**src/rtl/serial_adder_ctrl.sv**
```systemverilog
// Bit-serial sequencer driving one external 1-bit full adder, LSB first.
// Optional subtract mode is compiled in when SERIAL_SUB_EN is defined.
module serial_adder_ctrl #(
    parameter int WIDTH = 2
) (
    input  logic             clk,
    input  logic             rst,
    input  logic             start,
    input  logic [WIDTH-1:0] a,
    input  logic [WIDTH-1:0] b,
`ifdef SERIAL_SUB_EN
    input  logic             sub,
`endif
    output logic             busy,
    output logic             done,
    output logic [WIDTH-1:0] sum,
    output logic             cout,
    output logic             fa_a,
    output logic             fa_b,
    output logic             fa_cin,
    input  logic             fa_sum,
    input  logic             fa_cout
);

    localparam int CNT_W = $clog2(WIDTH + 1);

    typedef enum logic [1:0] {
        IDLE = 2'd0,
        RUN  = 2'd1,
        DONE = 2'd2
    } state_t;

    state_t             state;
    logic [WIDTH-1:0]   a_sh;
    logic [WIDTH-1:0]   b_sh;
    logic [WIDTH-1:0]   sum_sh;
    logic [WIDTH-1:0]   sum_nxt;
    logic               carry_q;
    logic [CNT_W-1:0]   cnt;
    logic [WIDTH-1:0]   b_load;
    logic               cin_load;

    // Subtraction is a + ~b + 1: invert B on load and seed the carry with 1.
    always_comb begin
`ifdef SERIAL_SUB_EN
        b_load   = sub ? ~b : b;
        cin_load = sub;
`else
        b_load   = b;
        cin_load = 1'b0;
`endif
    end

    // New result bit enters at the MSB; after WIDTH shifts bit 0 sits at the LSB.
    always_comb begin
        sum_nxt            = sum_sh >> 1;
        sum_nxt[WIDTH-1]   = fa_sum;
    end

    assign fa_a   = (state == RUN) & a_sh[0];
    assign fa_b   = (state == RUN) & b_sh[0];
    assign fa_cin = (state == RUN) & carry_q;

    always_ff @(posedge clk) begin
        if (rst) begin
            state   <= IDLE;
            busy    <= 1'b0;
            done    <= 1'b0;
            sum     <= '0;
            cout    <= 1'b0;
            a_sh    <= '0;
            b_sh    <= '0;
            sum_sh  <= '0;
            carry_q <= 1'b0;
            cnt     <= '0;
        end else begin
            done <= 1'b0;
            case (state)
                IDLE, DONE: begin
                    if (start) begin
                        state   <= RUN;
                        busy    <= 1'b1;
                        a_sh    <= a;
                        b_sh    <= b_load;
                        carry_q <= cin_load;
                        cnt     <= '0;
                    end else begin
                        state <= IDLE;
                    end
                end
                RUN: begin
                    sum_sh  <= sum_nxt;
                    carry_q <= fa_cout;
                    a_sh    <= a_sh >> 1;
                    b_sh    <= b_sh >> 1;
                    cnt     <= cnt + CNT_W'(1);
                    // Last bit: publish the result, sum/cout stay put until the next finish.
                    if (cnt == CNT_W'(WIDTH - 1)) begin
                        state <= DONE;
                        busy  <= 1'b0;
                        done  <= 1'b1;
                        sum   <= sum_nxt;
                        cout  <= fa_cout;
                    end
                end
                default: state <= IDLE;
            endcase
        end
    end

endmodule

```
**config.mk**
```make
export PLATFORM = sky130hd
export DESIGN_NAME = serial_adder_ctrl
export DESIGN_NICKNAME = d
export VERILOG_FILES = /design/src/rtl/serial_adder_ctrl.sv
export SDC_FILE = /design/constraint.sdc
export NUM_CORES = 1
export LEC_CHECK = 0
export CORE_AREA = 2 2 39 41
export CTS_CLUSTER_DIAMETER = 50
export CTS_CLUSTER_SIZE = 24
export DETAILED_ROUTE_END_ITERATION = 6
export DIE_AREA = 0 0 41 43
export MAX_ROUTING_LAYER = met4
export PLACE_DENSITY = 0.76
export SYNTH_ARGS = -nofsm -noshare
export SYNTH_HDL_FRONTEND = slang
export SYNTH_SLANG_ARGS = --single-unit
```
**constraint.sdc**
```tcl
create_clock -name clk -period 3.3 [get_ports clk]
set_input_delay 0.825 -clock clk [delete_from_list [all_inputs] [get_ports clk]]
set_output_delay 0.825 -clock clk [all_outputs]
set_load 0.05 [all_outputs]
```
==> flow_summary.json, run 1 <==
{
  "final_layout_size_suffix_gt1_share_pct": 6.897,
  "final_report_hold_violation_count": 0,
  "cell_area_after_technology_mapping_um2": 594.3,
  "detail_route.wl_per_cell_um": 10.84,
  "post-synth-top-area-cell": "dfxtp_1",
  "ctsRootBufferMaster": "clkbuf_4",
  "peakVddDrop_v": 0.0002615,
  "worst-path-stages": 4,
  "setup-tns-final_ns": 0,
  "route.met2.wl_um": 537,
  "vias": 511,
  "detail_route.wirelength_um": 1117,
  "syn_area_per_cell_um2": 8.490,
  "grtUsageTotal_pct": 15.26,
  "layout_min_cycle_time_ns": 2.701,
  "timing.reg2reg.worst_path_depth": 4,
  "starting_density_of_the_core_pct": 42.95,
  "p_total_w": 0.0003618,
  "synth_compound_gate_area_share_pct": 12.63,
  "proportion_of_netlist_area_held_by_the_largest_area_contributor_pct": 50.53,
  "floorplan.die_area_um2": 1763,
  "muxShareOfSynthArea_pct": 0,
  "timing.critical_path.slowest_cell_delay_ns": 0.79,
  "utilization_pct": 56.51,
  "cts_hold_buffers": 0,
  "cts-htree-levels": 1,
  "antennaDiodeCount": 0,
  "wl_met1_um": 496,
  "clock.fmax_mhz": 370.2,
  "synthCells": 70,
  "antenna_found_initial": 0,
  "cts.clk_slew.worst_paths_ns": 0.09,
  "run_status": "finished clean",
  "critPathSlowestCell": "clkdlybuf4s50_1",
  "maxUsedRoutingLayer": "met4",
  "worst_hold_path.num_cells": 2,
  "synth-simple-area-share_pct": 29.47,
  "hold_ws_ns": 0.4559,
  "timing_max_transition_violations_final": 0,
  "total_switching_power_w": 0.00009847,
  "cts-root-to-sink-buffers": 2,
  "internal-power_w": 0.0002633,
  "net_total_in_the_final_layout": 98,
  "synth_top_family_by_area": "simple AND/OR/NAND/NOR gates",
  "synth.ff_latch_count": 15,
  "timing.slew.headroom_pct": 64.63,
  "rows": 14,
  "post_synthesis_xor_xnor_area_fraction_pct": 0,
  "finalClockSkew_ns": 0.002442,
  "num_io_pins": 17,
  "layoutNonFillerInstCount": 103,
  "cp.required_ns": 2.47,
  "synthDistinctLibCells": 19,
  "cts_inserted_buffers": 3,
  "slew_worst_pin_ns": 0.5289,
  "worst-setup-path-type": "reg -> out",
  "critPathArrivalTime_ns": 1.88,
  "crit_path_end_kind": "output port",
  "synth.top_cells.by_area": "dfxtp_1 51%, a21oi_1 8.4%, nand2_1 7.6%",
  "power_density_nw_per_um2": 462.7,
  "worstPathCellList": "nor2b_1 -> buf_4 -> and2_1 -> clkdlybuf4s50_1",
  "chipWidth_um": 41,
  "synth_seq_area_share_pct": 50.53,
  "period_share_pct": 81.86,
  "critical_path.top_delay_family": "buffers and inverters",
  "io_buffer_count": 16,
  "swShare_pct": 27.22,
  "tritoncts_num_sinks": 15,
  "grt.overflow.total": 0,
  "critical_path.startpoint_type": "flip-flop",
  "worstPathMaxFanout": 10,
  "core_um2": 1384,
  "pwr-share-seq_pct": 54.3,
  "cap_viol_max_count": 0,
  "bufs_and_invs_on_worst_path": 2,
  "drt-initial-drc-count": 4,
  "tritoncts": "built",
  "arithmetic_cell_share_of_the_synthesized_area_counting_full_adders_half_adders_and_majority_gates_pct": 2.105,
  "hold_path_class": "reg -> reg",
  "post_cts.repair.setup_buffers": 0,
  "drt_pass1_iterations": 4,
  "vias_per_cell": 4.961,
  "placed_cells": 99,
  "met3_length_um": 37,
  "pwr-share-clk_pct": 28.4,
  "ant_nets": 0,
  "detailedPlacementHpwl_um": 810.8,
  "first_global_vias": 427,
  "routabilityCongestion": 0.7090,
  "finalSetupViolCount": 0,
  "area_growth_pct": 31.58,
  "drc_errors": 0,
  "clock_latency_ns": 0.28,
  "ys_warn_count": 0,
  "leakagePower_nw": 0.2867,
  "grt_pass1_wl_um": 1669,
  "postSynthNetCount": 80,
  "power.combinational.fraction_pct": 17.3,
  "rsz0062_at_grt": "no",
  "ctsResizeCount": 0,
  "grt_start_max_net_pins": 16,
  "fp.dieH_um": 43
}
==> synth_stat cells <==
master / n
nand2b_2: 1
nor2b_1: 1
buf_2: 1
buf_4: 1
buf_6: 1
and2_1: 3
nand2_1: 12
nand3b_1: 1
inv_1: 1
a311oi_1: 2
dfxtp_1: 15
and2b_1: 1
a21oi_1: 10
nand2b_1: 3
nor2_1: 6
o21a_1: 1
ha_1: 1
nand3_1: 8
clkbuf_1: 1
==> cell type report <==
type,instances,area (µm²)
fill,136,601.8
sequential,15,300.3
multi-input combinational,50,262.8
timing repair buffer,17,167.7
clock buffer,3,22.52
tap,16,20.02
clock inverter,1,5.005
inverter,1,3.754
==> worst min-delay path, delay by kind of cell (launching register included) <==
family | cells | cell delay (ns)
AOI/OAI and AO/OA | 1 | 0.05
DFF | 1 | 0.32
and+or+nand+nor | 1 | 0.05
==> placed cells by master (no fill, tap or decap) <==
| cell type | count |
|---|---|
| buf_4 | 1 |
| dfxtp_1 | 15 |
| inv_1 | 1 |
| and2_1 | 3 |
| nand2_1 | 12 |
| a21oi_1 | 10 |
| ha_1 | 1 |
| nor2b_1 | 1 |
| nand2b_2 | 1 |
| nand2b_1 | 3 |
| nand3b_1 | 1 |
| nand3_1 | 8 |
| clkdlybuf4s50_1 | 16 |
| nor2_1 | 6 |
| clkbuf_4 | 3 |
| and2b_1 | 1 |
| a311oi_1 | 2 |
| clkinv_2 | 1 |
| o21a_1 | 1 |
==> state kept, by name, indices dropped and copies added (netlist names) <==
| register | flops |
|---|---|
| sum_sh | 1 |
| state | 2 |
| busy | 1 |
| a_sh | 2 |
| cout | 1 |
| done | 1 |
| sum | 2 |
| cnt | 2 |
| b_sh | 2 |
| carry_q | 1 |
==> path summary, 6_finish.rpt <==
kind                          from                  end  slack [ns]
max          state[0]$_SDFFE_PP0P_                 fa_b        0.60
min            sum[1]$_SDFFE_PP0P_  sum[1]$_SDFFE_PP0P_        0.46
max reg2reg    cnt[0]$_SDFFE_PP0P_    busy$_SDFFE_PP0P_        2.11
min reg2reg    sum[1]$_SDFFE_PP0P_  sum[1]$_SDFFE_PP0P_        0.46
==> per-stage QoR <==
step	area (µm²)	setup slack, ns
after floorplan	594.3	1.412
after global placement	754.5	0.9275
after detailed placement	754.5	0.9111
after CTS	782.0	0.5856
after global routing	782.0	0.4968
final	782.0	0.5986
==> routing by layer <==
metal / track usage (%) / vias to the layer above
li1: - / 267
met1: 14.90 / 227
met2: 22.50 / 13
met3: 3.141 / 4
met4: 16.00 / 0
met5: - / -
==> power by group through the flow <==
stage	Sequential [W]	Combinational (W)	Clock (W)
after detailed placement	0.000201	0.0000630	0
after floorplan	0.000206	0.0000368	0
after CTS	0.000197	0.0000632	0.000108
final	0.000196	0.0000625	0.000103
after global placement	0.000200	0.0000620	0
after global routing	0.000198	0.0000674	0.000117
==> kinds of logic after synthesis <==
kind of cell | Yosys count
AND/OR/NAND/NOR | 36
buffers and inverters | 5
AO/OA/AOI/OAI | 13
flip-flops | 15
adder cells (fa/ha/maj) | 1
No activity file was read; power rests on OpenSTA's default activity.
==> run 2, diff against run 1 <==
Settings changed: CORE_AREA 2 2 39 41 to unset, CORE_MARGIN set to 2, CORE_UTILIZATION set to 39, DIE_AREA 0 0 41 43 to unset, PLACE_DENSITY 0.76 to 0.7.
Clock period 3.3 ns to 2.2 ns, I/O delays scaled along.
==> run 2 against run 1 <==
Design area rose by 3.7%. Clock skew rose by 0.0052 ns. Utilization fell by 1.4 points. Via count rose by 2.7%. Global-route usage fell by 1.4 points. Final cell count did not move. Sequential power rose by 50%. Register-to-register slack got worse by 1.2 ns. Clock power rose by 49%. Critical endpoint is now busy. Largest cell class unchanged.
==> flow_summary.json, run 2 (synthesis results as in run 1) <==
{
  "detail_route.wl_per_cell_um": 10.92,
  "core_um2": 1471,
  "chipWidth_um": 43.04,
  "power_density_nw_per_um2": 675.6,
  "io_buffer_count": 16,
  "timing_max_transition_violations_final": 0,
  "crit_path_end_kind": "output port",
  "detailedPlacementHpwl_um": 807.7,
  "leakagePower_nw": 0.2984,
  "timing.critical_path.slowest_cell_delay_ns": 0.80,
  "grt_pass1_wl_um": 1918,
  "layout_min_cycle_time_ns": 1.971,
  "final_report_hold_violation_count": 0,
  "vias": 525,
  "slew_worst_pin_ns": 0.5511,
  "fp.dieH_um": 43.04,
  "cts.clk_slew.worst_paths_ns": 0.09,
  "drt-initial-drc-count": 12,
  "cp.required_ns": 1.65,
  "bufs_and_invs_on_worst_path": 1,
  "worstPathMaxFanout": 2,
  "starting_density_of_the_core_pct": 40.39,
  "grt_start_max_net_pins": 16,
  "ctsResizeCount": 0,
  "ant_nets": 0,
  "worst-setup-path-type": "reg -> out",
  "finalSetupViolCount": 0,
  "worstPathCellList": "clkdlybuf4s50_1",
  "cts_inserted_buffers": 3,
  "drc_errors": 0,
  "run_status": "finished clean",
  "vias_per_cell": 5.097,
  "rows": 14,
  "clock_latency_ns": 0.28,
  "antennaDiodeCount": 0,
  "detail_route.wirelength_um": 1125,
  "cts-root-to-sink-buffers": 2,
  "num_io_pins": 17,
  "grt.overflow.total": 0,
  "antenna_found_initial": 0,
  "critical_path.top_delay_family": "buffers and inverters",
  "critical_path.startpoint_type": "flip-flop",
  "peakVddDrop_v": 0.0003378,
  "clock.fmax_mhz": 507.4,
  "cap_viol_max_count": 0,
  "hold_path_class": "reg -> reg",
  "critPathArrivalTime_ns": 1.42,
  "ff_latch_area_um2": 300.3,
  "leading_cell_type_in_the_layout_fill_and_taps_excluded": "dfxtp_1",
  "timing.slew.headroom_pct": 63.15,
  "cts_hold_buffers": 0,
  "final_layout_size_suffix_gt1_share_pct": 9.195,
  "area_growth_pct": 36.42,
  "num-fill-cells": 140,
  "floorplan.die_area_um2": 1852,
  "ctsRootBufferMaster": "clkbuf_4",
  "setup-tns-final_ns": 0,
  "critPathSlowestCell": "clkdlybuf4s50_1",
  "rsz0062_at_grt": "no",
  "net_total_in_the_final_layout": 98,
  "tritoncts": "built",
  "placedInstanceArea_um2": 784.5,
  "post_cts.repair.setup_buffers": 0,
  "first_global_vias": 459,
  "cts-htree-levels": 1,
  "layout.cells.most_common_list": "15 x dfxtp_1, 13 x clkdlybuf4s50_1, 12 x nand2_1",
  "multi_input_area_um2": 262.8,
  "tritoncts_num_sinks": 15,
  "period_share_pct": 89.58,
  "stdcell_area_um2": 810.8,
  "drt_pass1_iterations": 4,
  "routabilityCongestion": 0.7456,
  "finalClockSkew_ns": 0.007618,
  "grtUsageTotal_pct": 13.89
}
run 2: cell count changes in the layout (fill, tap and decap cells not counted):
cell | previous run | this run
clkdlybuf4s50_1 | 16 | 13
buf_12 | 0 | 3
clkbuf_1 | 0 | 1
clkinv_2 | 1 | 0
run 2: layout make-up:
type | instances | share of cell area, %
flip-flops and latches | 15 | 37.04
inverters | 1 | 0.4630
multi-input cells | 50 | 32.41
well taps | 16 | 2.469
clock buffers | 4 | 3.241
repair buffers | 17 | 24.38
run 2: path summary, 6_finish.rpt:
kind	to	slack, ns	startpoint	cells past startpoint
max	busy	0.23	busy$_SDFFE_PP0P_	1
min	cout$_SDFFE_PP0P_	0.46	cout$_SDFFE_PP0P_	2
max reg2reg	busy$_SDFFE_PP0P_	0.96	cnt[0]$_SDFFE_PP0P_	4
min reg2reg	cout$_SDFFE_PP0P_	0.46	cout$_SDFFE_PP0P_	2
run 2: routing by layer:
layer	global-route usage [%]	share of wire, %	routed length (µm)
met2	20.91	47	525
met4	5.455	0.98	11
met1	18.47	47	530
met3	2.553	5.1	57
met5	-	0	0
run 2: report_power, final:
part | total [W] | internal (W) | switching [W]
clock | 0.000153 | 0.0000703 | 0.0000824
combinational | 0.000101 | 0.0000449 | 0.0000557
sequential | 0.000294 | 0.000287 | 0.00000772
total | 0.000548 | 0.000402 | 0.000146
run 2: per-stage QoR:
| stage | instances | utilization, % | total power [W] | hold slack [ns] | setup WS, ns |
|---|---|---|---|---|---|
| after global placement | 99 | 53.32 | 0.0004001 | 0.4445 | 0.5317 |
| final | 103 | 55.10 | 0.0005477 | 0.4576 | 0.2292 |
| after detailed placement | 99 | 53.32 | 0.0004018 | 0.4476 | 0.5032 |
| after CTS | 103 | 55.10 | 0.0005517 | 0.4601 | 0.2227 |
| after global routing | 103 | 55.10 | 0.0005728 | 0.4846 | 0.1752 |
| after floorplan | 70 | - | 0.0003646 | 0.4305 | 0.5873 |
==> run 3, diff against run 2 <==
Settings changed: GPL_TIMING_DRIVEN set to 0.
==> run 3 against run 2 <==
Clock-buffer cell count unchanged. Clock power about the same. Die area is the same. Critical path type unchanged.
==> flow_summary.json, run 3 (synthesis results as in run 1) <==
{
  "drc_errors": 0,
  "grt_use_met2_pct": 22.73,
  "placed_cells": 102,
  "worstPathCellList": "clkdlybuf4s50_1",
  "num-fill-cells": 154,
  "antenna_found_initial": 0,
  "ctsRootBufferMaster": "clkbuf_4",
  "internal-power_w": 0.0004004,
  "crit_path_end_kind": "output port",
  "peakVddDrop_v": 0.0002992,
  "run_status": "finished clean",
  "cap_viol_max_count": 0,
  "bufs_and_invs_on_worst_path": 1,
  "power_density_nw_per_um2": 692.1,
  "critPathSlowestCell": "clkdlybuf4s50_1",
  "total_switching_power_w": 0.0001434,
  "finalSetupViolCount": 0,
  "multi_input_area_um2": 262.8,
  "chipWidth_um": 43.04,
  "cts.clk_slew.worst_paths_ns": 0.08,
  "period_share_pct": 88.96,
  "area_growth_pct": 32.21,
  "worst-setup-path-type": "reg -> out",
  "setup-tns-final_ns": 0,
  "grt_pass1_wl_um": 1932,
  "clock_latency_ns": 0.28,
  "floorplan.die_area_um2": 1852,
  "final_layout_size_suffix_gt1_share_pct": 11.11,
  "critical_path.startpoint_type": "flip-flop",
  "grt_start_max_net_pins": 11,
  "detail_route.wirelength_um": 1194,
  "vias_per_cell": 4.943,
  "fp.dieH_um": 43.04,
  "grtUsageMet1_pct": 18.16,
  "vias": 524,
  "swShare_pct": 26.37,
  "worst_setup_path_startpoint": "sum[1]$_SDFFE_PP0P_",
  "pwr-share-seq_pct": 54.2,
  "grt.overflow.total": 0,
  "num_io_pins": 17,
  "drt_pass1_iterations": 3,
  "pwr-share-clk_pct": 27.7,
  "ant_nets": 0,
  "cts-root-to-sink-buffers": 2,
  "critical_path.top_delay_family": "buffers and inverters",
  "final_report_hold_violation_count": 0,
  "detailedPlacementHpwl_um": 896.4,
  "antennaDiodeCount": 0,
  "timing_max_transition_violations_final": 0,
  "rows": 14,
  "cp.required_ns": 1.65,
  "regToRegSetupSlack_ns": 0.97,
  "finalClockSkew_ns": 0.002242,
  "detail_route.wl_per_cell_um": 11.26,
  "power.combinational.fraction_pct": 18.1,
  "grtUsageTotal_pct": 14.32,
  "slew_worst_pin_ns": 0.4938,
  "clock.fmax_mhz": 511.0,
  "net_total_in_the_final_layout": 101,
  "cts_inserted_buffers": 3,
  "crit-reg2reg-launch": "cnt[1]$_SDFFE_PP0P_",
  "drt-initial-drc-count": 11,
  "routabilityCongestion": 0.7283,
  "ff_latch_area_um2": 300.3,
  "worst_reg2reg_endpoint": "busy$_SDFFE_PP0P_",
  "leading_cell_type_in_the_layout_fill_and_taps_excluded": "dfxtp_1",
  "core_um2": 1471,
  "first_global_vias": 464,
  "layout.cells.most_common_list": "15 x dfxtp_1, 13 x clkdlybuf4s50_1, 12 x nand2_1",
  "hold_path_class": "reg -> reg",
  "cts-htree-levels": 1,
  "cts_hold_buffers": 0,
  "rsz0062_at_grt": "no",
  "tritoncts_num_sinks": 15,
  "io_buffer_count": 16,
  "placedInstanceArea_um2": 774.5,
  "tritoncts": "built",
  "layoutNonFillerInstCount": 106,
  "worstPathMaxFanout": 2,
  "timing.reg2reg.worst_path_depth": 5,
  "grt-busiest-layer": "met2",
  "critPathArrivalTime_ns": 1.41,
  "stdcell_area_um2": 785.8,
  "timing_endpoint_of_the_critical_path": "sum[1]",
  "worst-path-stages": 1,
  "layout_min_cycle_time_ns": 1.957,
  "timing.slew.headroom_pct": 66.98,
  "leakagePower_nw": 0.2989,
  "starting_density_of_the_core_pct": 40.39,
  "use_met3_pct": 2.553,
  "timing.critical_path.slowest_cell_delay_ns": 0.80
}
[run 3: final cells by class]
class / instances / area share [%]
flip-flops and latches: 15 / 38.22
inverters: 1 / 0.4777
plain buffers: 4 / 3.503
repair buffers: 16 / 18.47
clock buffers: 4 / 3.344
well taps: 16 / 2.548
multi-input cells: 50 / 33.44
[run 3: what timing repair did]
action / CTS / global route
hold endpoints to repair: 0 / 0
gates resized for setup: 6 / 3
endpoints found under the setup margin: 3 / 3
cloned: 0 / 0
buffers inserted: 0 / 0
[run 3: power groups by stage]
stage / Sequential [W] / Clock, W / Combinational [W]
after detailed placement: 0.000301 / 0 / 0.000102
final: 0.000295 / 0.000151 / 0.0000985
after CTS: 0.000295 / 0.000155 / 0.000101
after floorplan: 0.000309 / 0 / 0.0000552
after global placement: 0.000300 / 0 / 0.0000995
after global routing: 0.000297 / 0.000174 / 0.000108
[run 3: worst min-delay path: cells and delay by family (launching register included)]
kind / cells / cell delay [ns]
flops: 1 / 0.32
simple gates: 1 / 0.05
compound gates: 1 / 0.05
[run 3: per-stage QoR]
step / utilization (%) / power, W / hold slack, ns / setup WS (ns)
floorplan: - / 0.0003646 / 0.4305 / 0.5873
global placement: 52.64 / 0.0003999 / 0.4420 / 0.03751
detailed placement: 52.64 / 0.0004028 / 0.4507 / 0.01976
CTS: 54.42 / 0.0005509 / 0.4628 / 0.002623
global route: 53.40 / 0.0005789 / 0.4923 / 0.1264
finish: 53.40 / 0.0005438 / 0.4590 / 0.2429
[run 3: worst min-delay path by stage]
stage / from / to / depth (start not counted)
finish: sum_sh[1]$_SDFFE_PP0N_ / sum_sh[1]$_SDFFE_PP0N_ / 2
global route: sum_sh[1]$_SDFFE_PP0N_ / sum_sh[1]$_SDFFE_PP0N_ / 2
CTS: sum[0]$_SDFFE_PP0P_ / sum[0]$_SDFFE_PP0P_ / 2
detailed placement: sum_sh[1]$_SDFFE_PP0N_ / sum_sh[1]$_SDFFE_PP0N_ / 2
global placement: cout$_SDFFE_PP0P_ / cout$_SDFFE_PP0P_ / 2
floorplan: sum_sh[1]$_SDFFE_PP0N_ / sum_sh[1]$_SDFFE_PP0N_ / 2
[run 3: layer usage]
layer	up-vias	part of all wire, %	wire length [µm]
met5	-	0	0
met4	0	1.3	16
met3	3	2.9	35
met2	10	51	610
met1	235	45	532
li1	276	-	-
